### config.mk
export PLATFORM = sky130hd
export DESIGN_NAME = i2c_reg_sequencer
export DESIGN_NICKNAME = d
export VERILOG_FILES = /design/src/rtl/i2c_reg_sequencer.sv
export SDC_FILE = /design/constraint.sdc
export NUM_CORES = 1
export LEC_CHECK = 0
export ABC_AREA = 1
export BUFFER_PORTS_ARGS = -buffer_cell sky130_fd_sc_hd__clkbuf_2
export CELL_PAD_IN_SITES_DETAIL_PLACEMENT = 0
export CELL_PAD_IN_SITES_GLOBAL_PLACEMENT = 1
export CORE_MARGIN = 5
export CORE_UTILIZATION = 26
export DETAILED_ROUTE_END_ITERATION = 8
export PLACE_DENSITY = 0.63
export SETUP_SLACK_MARGIN = 0.05
export SLEW_MARGIN = 20
export SYNTH_ARGS = -nofsm -noshare
export SYNTH_HDL_FRONTEND = slang
export SYNTH_SLANG_ARGS = --single-unit
### constraint.sdc
create_clock -name clk -period 3.05 [get_ports clk]
set_input_delay 0.61 -clock clk [delete_from_list [all_inputs] [get_ports clk]]
set_output_delay 0.61 -clock clk [all_outputs]
set_load 0.1 [all_outputs]
### src/rtl/i2c_reg_sequencer.sv
// i2c_reg_sequencer
//   Turns single register read/write commands into byte-level transactions
//   for an I2C master core. A write sends reg, [wdata hi], wdata lo in one
//   transaction. A read first writes the register index, then reads 1 or 2
//   bytes in a second transaction.
//
//   Build option: define I2C_SEQ_TIMEOUT_EN to build a per-transaction
//   watchdog. It aborts with rsp_error after TIMEOUT_CYCLES clk cycles spent
//   in one *_START/*_BUSY phase. When the macro is undefined, the sequencer
//   waits on m_ready indefinitely.
//
// Ports
//   clk, rst                 system clock, synchronous active-low reset
//   cmd_valid / cmd_ready    command handshake (cmd_ready only in IDLE)
//   cmd_rw                   1 = register read, 0 = register write
//   cmd_dev, cmd_reg         7-bit device address, 8-bit register index
//   cmd_wdata, cmd_two       write data (MSB byte first), 1 or 2 data bytes
//   rsp_valid                one-cycle completion pulse
//   rsp_data, rsp_error      read result and error flag
//   m_start, m_read_nwrite   master transaction request and direction
//   m_addr, m_data_size      master slave address and byte count
//   m_data_i                 byte to the master for writes
//   m_ready                  master idle
//   m_data_request           master wants the next write byte (pulse)
//   m_data_available         m_data_o holds a received byte (pulse)
module i2c_reg_sequencer #(
  parameter int unsigned TIMEOUT_CYCLES = 20000
) (
  input  logic        clk,
  input  logic        rst,
  input  logic        cmd_valid,
  output logic        cmd_ready,
  input  logic        cmd_rw,
  input  logic [6:0]  cmd_dev,
  input  logic [7:0]  cmd_reg,
  input  logic [15:0] cmd_wdata,
  input  logic        cmd_two,
  output logic        rsp_valid,
  output logic [15:0] rsp_data,
  output logic        rsp_error,
  output logic        m_start,
  output logic        m_read_nwrite,
  output logic [6:0]  m_addr,
  output logic [7:0]  m_data_i,
  output logic [2:0]  m_data_size,
  input  logic        m_ready,
  input  logic        m_data_request,
  input  logic        m_data_available,
  input  logic [7:0]  m_data_o
);

  typedef enum logic [2:0] {
    IDLE     = 3'd0,
    WR_START = 3'd1,
    WR_BUSY  = 3'd2,
    RA_START = 3'd3,
    RA_BUSY  = 3'd4,
    RD_START = 3'd5,
    RD_BUSY  = 3'd6,
    RESP     = 3'd7
  } state_t;

  state_t      state_q, state_d;

  // Latched command fields; m_addr_q doubles as the device-address latch.
  logic [7:0]  reg_q, reg_d;
  logic [15:0] wdata_q, wdata_d;
  logic        two_q, two_d;

  // Write byte index in the write phases, received byte count in RD_BUSY.
  logic [1:0]  idx_q, idx_d;

  logic        cmd_ready_q, cmd_ready_d;
  logic        rsp_valid_q, rsp_valid_d;
  logic [15:0] rsp_data_q, rsp_data_d;
  logic        rsp_error_q, rsp_error_d;
  logic        m_start_q, m_start_d;
  logic        m_rnw_q, m_rnw_d;
  logic [6:0]  m_addr_q, m_addr_d;
  logic [7:0]  m_data_i_q, m_data_i_d;
  logic [2:0]  m_size_q, m_size_d;

  logic        in_txn;
  logic        tmo_hit;

  assign in_txn = (state_q inside {WR_START, WR_BUSY, RA_START, RA_BUSY, RD_START, RD_BUSY});

  // Byte order for register writes: reg, [wdata hi], wdata lo.
  function automatic logic [7:0] tx_byte(input logic [1:0]  idx,
                                         input logic [7:0]  rg,
                                         input logic [15:0] wd,
                                         input logic        two);
    logic [7:0] b;
    case (idx)
      2'd0:    b = rg;
      2'd1:    b = two ? wd[15:8] : wd[7:0];
      default: b = wd[7:0];
    endcase
    return b;
  endfunction

`ifdef I2C_SEQ_TIMEOUT_EN
  localparam int unsigned TMO_W = (TIMEOUT_CYCLES > 2) ? $clog2(TIMEOUT_CYCLES) : 1;
  localparam logic [TMO_W-1:0] TMO_LAST = TMO_W'(TIMEOUT_CYCLES - 1);

  logic [TMO_W-1:0] tmo_q, tmo_d;

  assign tmo_hit = in_txn && (tmo_q == TMO_LAST);

  always_comb begin
    tmo_d = tmo_q;
    if ((state_d inside {WR_START, RA_START, RD_START}) && (state_d != state_q)) begin
      tmo_d = '0;
    end else if (in_txn) begin
      tmo_d = tmo_q + 1'b1;
    end
  end

  always_ff @(posedge clk) begin
    if (!rst) begin
      tmo_q <= '0;
    end else begin
      tmo_q <= tmo_d;
    end
  end
`else
  logic [31:0] timeout_unused;

  assign tmo_hit        = 1'b0;
  // TIMEOUT_CYCLES only matters when the watchdog is built.
  assign timeout_unused = TIMEOUT_CYCLES;
`endif

  always_comb begin
    logic [1:0] last_idx;
    logic [1:0] idx_adv;
    logic [1:0] rx_expect;

    state_d     = state_q;
    reg_d       = reg_q;
    wdata_d     = wdata_q;
    two_d       = two_q;
    idx_d       = idx_q;
    rsp_data_d  = rsp_data_q;
    rsp_error_d = 1'b0;
    m_rnw_d     = m_rnw_q;
    m_addr_d    = m_addr_q;
    m_data_i_d  = m_data_i_q;
    m_size_d    = m_size_q;

    // Register-address phase of a read sends only byte 0.
    last_idx  = (state_q == WR_BUSY) ? (two_q ? 2'd2 : 2'd1) : 2'd0;
    idx_adv   = (idx_q >= last_idx) ? last_idx : idx_q + 2'd1;
    rx_expect = two_q ? 2'd2 : 2'd1;

    case (state_q)
      IDLE: begin
        if (cmd_valid) begin
          reg_d      = cmd_reg;
          wdata_d    = cmd_wdata;
          two_d      = cmd_two;
          idx_d      = '0;
          rsp_data_d = '0;
          m_addr_d   = cmd_dev;
          m_data_i_d = cmd_reg;
          m_rnw_d    = 1'b0;
          if (cmd_rw) begin
            state_d  = RA_START;
            m_size_d = 3'd1;
          end else begin
            state_d  = WR_START;
            m_size_d = cmd_two ? 3'd3 : 3'd2;
          end
        end
      end

      WR_START: if (!m_ready) state_d = WR_BUSY;
      RA_START: if (!m_ready) state_d = RA_BUSY;
      RD_START: if (!m_ready) state_d = RD_BUSY;

      WR_BUSY: begin
        if (m_data_request) begin
          idx_d      = idx_adv;
          m_data_i_d = tx_byte(idx_adv, reg_q, wdata_q, two_q);
        end
        if (m_ready) begin
          state_d = RESP;
        end
      end

      RA_BUSY: begin
        if (m_data_request) begin
          idx_d      = idx_adv;
          m_data_i_d = tx_byte(idx_adv, reg_q, wdata_q, two_q);
        end
        if (m_ready) begin
          state_d  = RD_START;
          idx_d    = '0;
          m_rnw_d  = 1'b1;
          m_size_d = two_q ? 3'd2 : 3'd1;
        end
      end

      RD_BUSY: begin
        if (m_data_available && (idx_q < rx_expect)) begin
          rsp_data_d = {rsp_data_q[7:0], m_data_o};
          idx_d      = idx_q + 2'd1;
        end
        // Fewer bytes than requested when the master goes idle is a short read.
        if (m_ready) begin
          state_d     = RESP;
          rsp_error_d = (idx_d < rx_expect);
        end
      end

      RESP: state_d = IDLE;

      default: state_d = IDLE;
    endcase

    if (tmo_hit) begin
      state_d     = RESP;
      rsp_error_d = 1'b1;
    end

    // Status outputs are decoded from the next state so they register in step with it.
    m_start_d   = (state_d inside {WR_START, RA_START, RD_START});
    rsp_valid_d = (state_d == RESP);
    cmd_ready_d = (state_d == IDLE);
    if (state_d != RESP) begin
      rsp_error_d = 1'b0;
    end
  end

  always_ff @(posedge clk) begin
    if (!rst) begin
      state_q     <= IDLE;
      reg_q       <= '0;
      wdata_q     <= '0;
      two_q       <= 1'b0;
      idx_q       <= '0;
      cmd_ready_q <= 1'b1;
      rsp_valid_q <= 1'b0;
      rsp_data_q  <= '0;
      rsp_error_q <= 1'b0;
      m_start_q   <= 1'b0;
      m_rnw_q     <= 1'b0;
      m_addr_q    <= '0;
      m_data_i_q  <= '0;
      m_size_q    <= '0;
    end else begin
      state_q     <= state_d;
      reg_q       <= reg_d;
      wdata_q     <= wdata_d;
      two_q       <= two_d;
      idx_q       <= idx_d;
      cmd_ready_q <= cmd_ready_d;
      rsp_valid_q <= rsp_valid_d;
      rsp_data_q  <= rsp_data_d;
      rsp_error_q <= rsp_error_d;
      m_start_q   <= m_start_d;
      m_rnw_q     <= m_rnw_d;
      m_addr_q    <= m_addr_d;
      m_data_i_q  <= m_data_i_d;
      m_size_q    <= m_size_d;
    end
  end

  assign cmd_ready     = cmd_ready_q;
  assign rsp_valid     = rsp_valid_q;
  assign rsp_data      = rsp_data_q;
  assign rsp_error     = rsp_error_q;
  assign m_start       = m_start_q;
  assign m_read_nwrite = m_rnw_q;
  assign m_addr        = m_addr_q;
  assign m_data_i      = m_data_i_q;
  assign m_data_size   = m_size_q;

endmodule

==> impl_results.md, run 1 <==
- Endpoints failing setup: 0
- Post-CTS setup buffer count: 0
- First-pass GRT wire length: 16100 µm
- Die Ht: 121 µm
- Layout Nets: 579
- Layout fillers: 1323
- RR Startpoint: state_q[1]$_SDFF_PN0_
- Placer congestion estimate: 0.818
- CP arrival: 2.55 ns
- Setup crit end kind: register
- Hold crit path type: register to register
- Core footprint: 12100 µm²
- RSZ-0062 raised after global routing: false
- WL/cell: 13.6 µm
- CP cell instances: inv_1, nor2_1, nand3_1, inv_1, ha_1, inv_1, nand2_1, nand2_1, nand3_2, nand2_2, nand3_1, nand3_1, nand2_1, a21oi_1
- TritonCTS clock tree: built
- CP startpoint: state_q[1]$_SDFF_PN0_
- Worst Hold Margin: 0.465 ns
- Commonest non-fill, non-tap cell in the layout: clkbuf_2
- Synth-to-Final Area Change: 26.6%
- Post-synth EDFFs: 0
- Slew Limit Fails: 0
- Die width: 121 µm
- DRT iter0 DRCs: 166
- DRT Pass-1 Iters: 5
- Antenna Violating Nets Remaining: 0
- Syn Nets: 504
- Power Dens Cells: 750 nW/µm²
- PortBufs: 84
- Placed cells: 685
- Clock Latency Late Sink: 0.34 ns
- Vias: 3207
- Seq/Total Area, Yosys: 42.4%
- Peak VDD IR: 0.455 mV
- Routed wire length: 9550 µm
- H-tree levels: 3
- Max Cap Violations: 0
- Clock Sinks: 68
- Status: finished, final reports clean
- Post-synth top flop: dfxtp_1
- Yosys warns: 0
- Die area: 14700 µm²
- Tot GR Track Use: 13.6%
- Fmax: 0.436 GHz
- Worst hold start: m_data_i[3]$_SDFFE_PN0P_
- Worst-path clk slew: 0.06 ns
- Final Cell Area: 4060 µm²
- Final Critical Period: 2.29 ns
- Post-cts sizing count: 0
- Ports: 86
- Max-slew headroom: 63.6%
- CP Launch Type: register
- Hold Vio Cnt, Final: 0
- Slowest cell on crit path: dfxtp_1
- Synth async-reset ratio: 0%
- Fraction of layout cells with a size suffix above 1: 22.9%
- Hold Buf Count CTS: 0
- Bufs on Longest Clock Path: 2
- Commonest non-fill, non-tap cells in the layout: 84 x clkbuf_2, 74 x nand3_1, 72 x nor2_1
- Count of cell types in the netlist: 29
- Post-Syn Instances: 453
- Leakage: 1.85 nW
- Cell Area, Synth: 3210 µm²
- TritonCTS Buffers: 9
- # rows: 40
- Worst-path maximum fanout: 17
- FF+latch count, synth: 68
- Final core occ: 33.7%
- Syn Area/Cell: 7.08 µm²
- Setup TNS: 0 ns
- Kind of critical path: register to register
- Antenna violations before repair: 0
- Non-Filler Instances: 701
- WP data required: 3.31 ns
- Crit-path max cell delay: 0.47 ns
- Least-Margin Pin Slew: 0.549 ns
- Largest net degree at the start of global routing: 31
- Final worst-path cycle share: 75.2%
- Dpl hpwl: 6860 µm
- GRT overflow: 0
- Root Buffer: clkbuf_16
- Final clock skew: 0.00878 ns
- DRC: 0
- Initial Utilization: 26.6%
- Vias in the first global route: 3342
- Placed cell areas: 3730 µm²
- Via density: 4.57
- N_diodes: 0
## critical path: cells and delay by family (launching register included)
kind / cells / cell delay, ns
AND/OR/NAND/NOR: 9 / 1.16
flip-flops: 1 / 0.47
buffers and inverters: 3 / 0.24
adder cells (fa/ha/maj): 1 / 0.23
AO/OA/AOI/OAI: 1 / 0.11
## cells in the mapped netlist (2+ instances only)
cell type  count  share of area, %
a21oi_1       37               5.8
buf_4          4              0.94
buf_6          4               1.4
nand2_1       61               7.1
clkbuf_1      12               1.4
ha_1           4               1.6
nor2_1        72               8.4
inv_2          6              0.70
nor3_1         3              0.47
o211ai_1       3              0.70
nand2_4        2              0.70
o21ai_0       48               7.5
dfxtp_1       68                42
inv_1         33               3.9
buf_2          6              0.94
nand2_2        3              0.59
nand3_2        2              0.62
nand3_1       74                12
## cell families (layout without fill, tap and decap cells)
kind of cell             count (synthesis)  in the layout  share of synthesized area, %
other                                    1              1                         0.117
XOR/XNOR                                 1              1                         0.273
AND/OR/NAND/NOR                        222            222                          31.1
AO/OA/AOI/OAI                           92             92                          15.2
buffers and inverters                   65            145                          9.24
adder cells (fa/ha/maj)                  4              4                          1.56
flip-flops                              68             68                          42.4
## state kept, by name, indices dropped and copies added, names as in the netlist, 2 cells and up
signal       flops
state_q          3
m_data_size      2
wdata_q         16
m_addr           7
rsp_data        16
m_data_i         8
reg_q            8
idx_q            2
## layout make-up
class	instances	area (µm²)	area share (%)
inverters	39	146	3.60
clock buffers	11	243	5.98
clock inverters	5	85.1	2.09
flip-flops and latches	68	1360	33.5
repair buffers	90	465	11.5
well taps	168	210	5.18
multi-input cells	320	1550	38.2
## through the flow
step                      total power, mW  worst slack, ns
final                                3.05            0.756
after global routing                 3.22            0.447
after CTS                            3.09            0.768
after detailed placement             1.94            0.793
after global placement               1.93            0.861
after floorplan                      1.76            0.975
## path summary, 6_finish.rpt
kind	endpoint	slack (ns)	cells after the start
setup / recovery	m_data_i[0]$_SDFFE_PN0P_	0.76	14
setup reg to reg	m_data_i[0]$_SDFFE_PN0P_	0.76	14
hold / removal	m_data_i[3]$_SDFFE_PN0P_	0.47	2
hold reg to reg	m_data_i[3]$_SDFFE_PN0P_	0.47	2
## per-layer routing
layer  share of wire [%]  GRT usage, %  routed length [µm]
met1                  46          16.1                4390
met2                  48          24.2                4570
met3                 5.1          3.64                 491
met4                 1.1          3.61                 105
met5                   0             0                   0
## power by group
part / internal [mW] / switching [mW] / total, mW
Combinational: 0.190 / 0.677 / 0.867
Clock: 0.741 / 0.395 / 1.14
Sequential: 0.986 / 0.0569 / 1.04
Total: 1.92 / 1.13 / 3.05
Note: power is estimated with default switching activity, not from simulation.
==> run 2, diff against run 1 <==
--- a/config.mk
+++ b/config.mk
@@ -5,14 +5,14 @@
 export SDC_FILE = /design/constraint.sdc
 export NUM_CORES = 1
 export LEC_CHECK = 0
-export ABC_AREA = 1
+export ABC_AREA = 0
 export BUFFER_PORTS_ARGS = -buffer_cell sky130_fd_sc_hd__clkbuf_2
 export CELL_PAD_IN_SITES_DETAIL_PLACEMENT = 0
 export CELL_PAD_IN_SITES_GLOBAL_PLACEMENT = 1
 export CORE_MARGIN = 5
 export CORE_UTILIZATION = 26
 export DETAILED_ROUTE_END_ITERATION = 8
-export PLACE_DENSITY = 0.63
+export PLACE_DENSITY = 0.62
 export SETUP_SLACK_MARGIN = 0.05
 export SLEW_MARGIN = 20
 export SYNTH_ARGS = -nofsm -noshare
==> constraint.sdc (replaced) <==
create_clock -name clk -period 2.3 [get_ports clk]
set_input_delay 0.46 -clock clk [delete_from_list [all_inputs] [get_ports clk]]
set_output_delay 0.46 -clock clk [all_outputs]
set_load 0.1 [all_outputs]
==> impl_results.md, run 2 <==
- Worst-path clk slew: 0.06 ns (about the same)
- Hold Buf Count CTS: 0 (unchanged)
- First-pass GRT wire length: 16100 µm (about the same)
- Final Critical Period: 2.17 ns (-0.120 ns)
- Post-synth EDFFs: 0 (unchanged)
- Layout Nets: 556 (-4.0%)
- Area leader, netlist: dfxtp_1
- PortBufs: 84 (unchanged)
- # rows: 41 (+2.5%)
- DRT Pass-1 Iters: 4 (-1)
- Count of cell types in the netlist: 46 (+59%)
- Vias in the first global route: 3214 (-3.8%)
- Final clock skew: 0.00842 ns (-0.000358 ns)
- Routed wire length: 9950 µm (+4.2%)
- DRC: 0 (unchanged)
- Via density: 4.70 (+2.7%)
- Largest net degree at the start of global routing: 44 (+42%)
- Count leader, synth: nand2_1
- Yosys warns: 0 (unchanged)
- Post-synth top flop: dfxtp_1
- Layout fillers: 1345 (+1.7%)
- Reg2Reg Depth: 11 (-3)
- Commonest cells in the netlist: 97 x nand2_1, 71 x a21oi_1, 68 x dfxtp_1
- CP startpoint: state_q[0]$_SDFF_PN0_
- H-tree levels: 3 (unchanged)
- Dpl hpwl: 7240 µm (+5.5%)
- Vias: 3203 (-0.12%)
- Slew Limit Fails: 0 (unchanged)
- WP data required: 2.54 ns (-0.77 ns)
- CP Launch Type: register
- TritonCTS clock tree: built
- Synth top area cells: dfxtp_1 42%, nand2_1 11%, a21oi_1 11%, nand3_1 2.9%, clkbuf_1 2.9%
- Clock Latency Late Sink: 0.33 ns (about the same)
- Placed cell areas: 3960 µm² (+6.0%)
- Antenna violations before repair: 0 (unchanged)
- Commonest non-fill, non-tap cell in the layout: nand2_1
- Peak VDD IR: 0.419 mV (-8.0%)
- Final core occ: 35.2% (+1.5 points)
- Top cell type's share of synthesized area: 41.6% (-0.83 points)
- End of the critical path: m_data_i[4]$_SDFFE_PN0P_
- Least-Margin Pin Slew: 0.567 ns (+0.0185 ns)
- Ports: 86 (unchanged)
- TritonCTS Buffers: 9 (unchanged)
- Syn Area/Cell: 7.81 µm² (+10%)
- Final Cell Area: 4390 µm² (+8.0%)
- Commonest non-fill, non-tap cells in the layout: 97 x nand2_1, 84 x clkbuf_2, 71 x a21oi_1
- Non-Filler Instances: 682 (-2.7%)
- Die Ht: 122 µm (+0.91%)
- Antenna Violating Nets Remaining: 0 (unchanged)
- Multi-input gate area: 1810 µm² (+17%)
- R2R setup slack: 0.13 ns (-0.63 ns)
- Root Buffer: clkbuf_16
- Max-slew headroom: 62.4% (-1.2 points)
- FF+latch count, synth: 68 (unchanged)
- Hold Vio Cnt, Final: 0 (unchanged)
- Cell Area, Synth: 3270 µm² (+2.0%)
- CP arrival: 2.41 ns (-0.14 ns)
- Placed cells: 660 (-3.6%)
- Status: finished, final reports clean
- Final worst-path cycle share: 94.5% (+19 points)
- Post-Syn Instances: 419 (-7.5%)
- Leakage: 1.75 nW (-5.2%)
- Clock Sinks: 68 (unchanged)
- RR Startpoint: state_q[0]$_SDFF_PN0_
- Setup TNS: 0 ns (unchanged)
- Worst-path maximum fanout: 7 (-10)
- Die area: 14900 µm² (+1.8%)
- Placer congestion estimate: 0.805 (-1.6%)
- Kind of critical path: register to register
- RR Endpoint: m_data_i[4]$_SDFFE_PN0P_
- Seq/Total Area, Yosys: 41.6% (-0.83 points)
- Fmax: 0.460 GHz (+5.5%)
- GRT overflow: 0 (unchanged)
- Bufs on Longest Clock Path: 2 (unchanged)
- Synth-to-Final Area Change: 34.1%
- Power Dens Cells: 1070 nW/µm² (+43%)
- Tot GR Track Use: 13.6% (+0.023 points)
- Endpoints failing setup: 0 (unchanged)
- Syn Nets: 470 (-6.7%)
- Core footprint: 12500 µm² (+3.4%)
- Synth async-reset ratio: 0% (unchanged)
- Die width: 122 µm (+0.91%)
- Setup crit end kind: register
- Register area: 1360 µm² (+0.18%)
- Initial Utilization: 26.2% (-0.35 points)
- N_diodes: 0 (unchanged)
- WL/cell: 14.6 µm (+7.1%)
- Hold crit path type: input pin to register
- Fraction of layout cells with a size suffix above 1: 29.2% (+6.3 points)
- DRT iter0 DRCs: 117 (-30%)
- Max Cap Violations: 0 (unchanged)
- RSZ-0062 raised after global routing: true
==> run 2: cell count changes in the layout (fill, tap and decap cells not counted), moves of 6 or more <==
| cell | delta |
|---|---|
| nand3b_1 | +7 |
| buf_4 | +14 |
| inv_1 | -28 |
| a221oi_2 | +6 |
| nand3_1 | -55 |
| a21oi_1 | +34 |
| nor2_1 | -53 |
| o21ai_0 | -31 |
| a221oi_1 | +7 |
| mux2i_1 | +7 |
| a21o_1 | +6 |
| nand2_1 | +36 |
==> run 2: how the worst min path moves through the flow <==
stage                                         from                        to  slack, ns  depth (start not counted)
after global routing                   m_data_o[7]  rsp_data[7]$_SDFFE_PN0P_       0.33                          3
after CTS                               cmd_dev[1]    m_addr[1]$_SDFFE_PN0P_       0.33                          3
after detailed placement   wdata_q[8]$_SDFFE_PN0P_   wdata_q[8]$_SDFFE_PN0P_       0.45                          2
final                                   cmd_dev[1]    m_addr[1]$_SDFFE_PN0P_       0.34                          3
after floorplan           wdata_q[10]$_SDFFE_PN0P_  wdata_q[10]$_SDFFE_PN0P_       0.44                          2
after global placement      m_addr[4]$_SDFFE_PN0P_    m_addr[4]$_SDFFE_PN0P_       0.44                          2
==> run 2: cell type report <==
cell class / count / share of cell area, %
multi-input cells: 312 / 41.2
flip-flops and latches: 68 / 31.1
repair buffers: 108 / 14.5
clock buffers: 10 / 5.22
well taps: 172 / 4.90
clock inverters: 6 / 2.54
inverters: 6 / 0.513
==> run 2: kinds of logic (layout without fill, tap and decap cells) <==
group,count (synthesis),in the layout,synth area share [%]
buffers and inverters,39,130,5.35
adder cells (fa/ha/maj),4,4,1.53
multiplexers,9,9,2.79
AND/OR/NAND/NOR,168,168,23.2
XOR/XNOR,3,3,1.03
flip-flops,68,68,41.6
AO/OA/AOI/OAI,127,127,24.4
other,1,1,0.115
==> run 2: critical path, stage by stage (launching register included) <==
cell,delay (ns)
dfxtp_2,0.32
nand2b_4,0.15
nor3_4,0.18
ha_1,0.25
nand2b_4,0.16
a21oi_4,0.15
buf_12,0.14
buf_8,0.11
dlymetal6s2s_1,0.16
a21oi_1,0.06
a21o_1,0.17
a221oi_1,0.24
==> run 2: where the power goes <==
| part | switching, mW | total, mW | internal, mW |
|---|---|---|---|
| Sequential | 0.120 | 1.45 | 1.33 |
| Clock | 0.530 | 1.59 | 1.06 |
| Combinational | 1.21 | 1.67 | 0.464 |
| Total | 1.86 | 4.71 | 2.86 |
==> run 2: what timing repair did <==
item,4_1_cts,5_1_grt
gates resized for setup,0,6
endpoints found under the setup margin,7,9
gates cloned,0,0
hold endpoints to repair,0,0
buffers inserted,1,5
pin swaps,1,5
==> run 2: layer usage <==
metal | track usage, % | routed length (µm) | vias to the layer above
met2 | 20.9 | 4490 | 72
met1 | 17.4 | 4620 | 1490
li1 | - | - | 1636
met3 | 6.31 | 768 | 5
met4 | 3.22 | 76 | 0
met5 | 0 | 0 | -
==> run 2: stage by stage <==
step | setup slack [ns] | power [mW] | hold WS, ns
2_1_floorplan | 0.0763 | 2.77 | 0.436
4_1_cts | 0.0954 | 4.75 | 0.332
5_1_grt | 0.0367 | 4.95 | 0.334
3_3_place_gp | 0.143 | 3.11 | 0.443
3_5_place_dp | 0.0228 | 3.12 | 0.450
6_report | 0.126 | 4.71 | 0.344
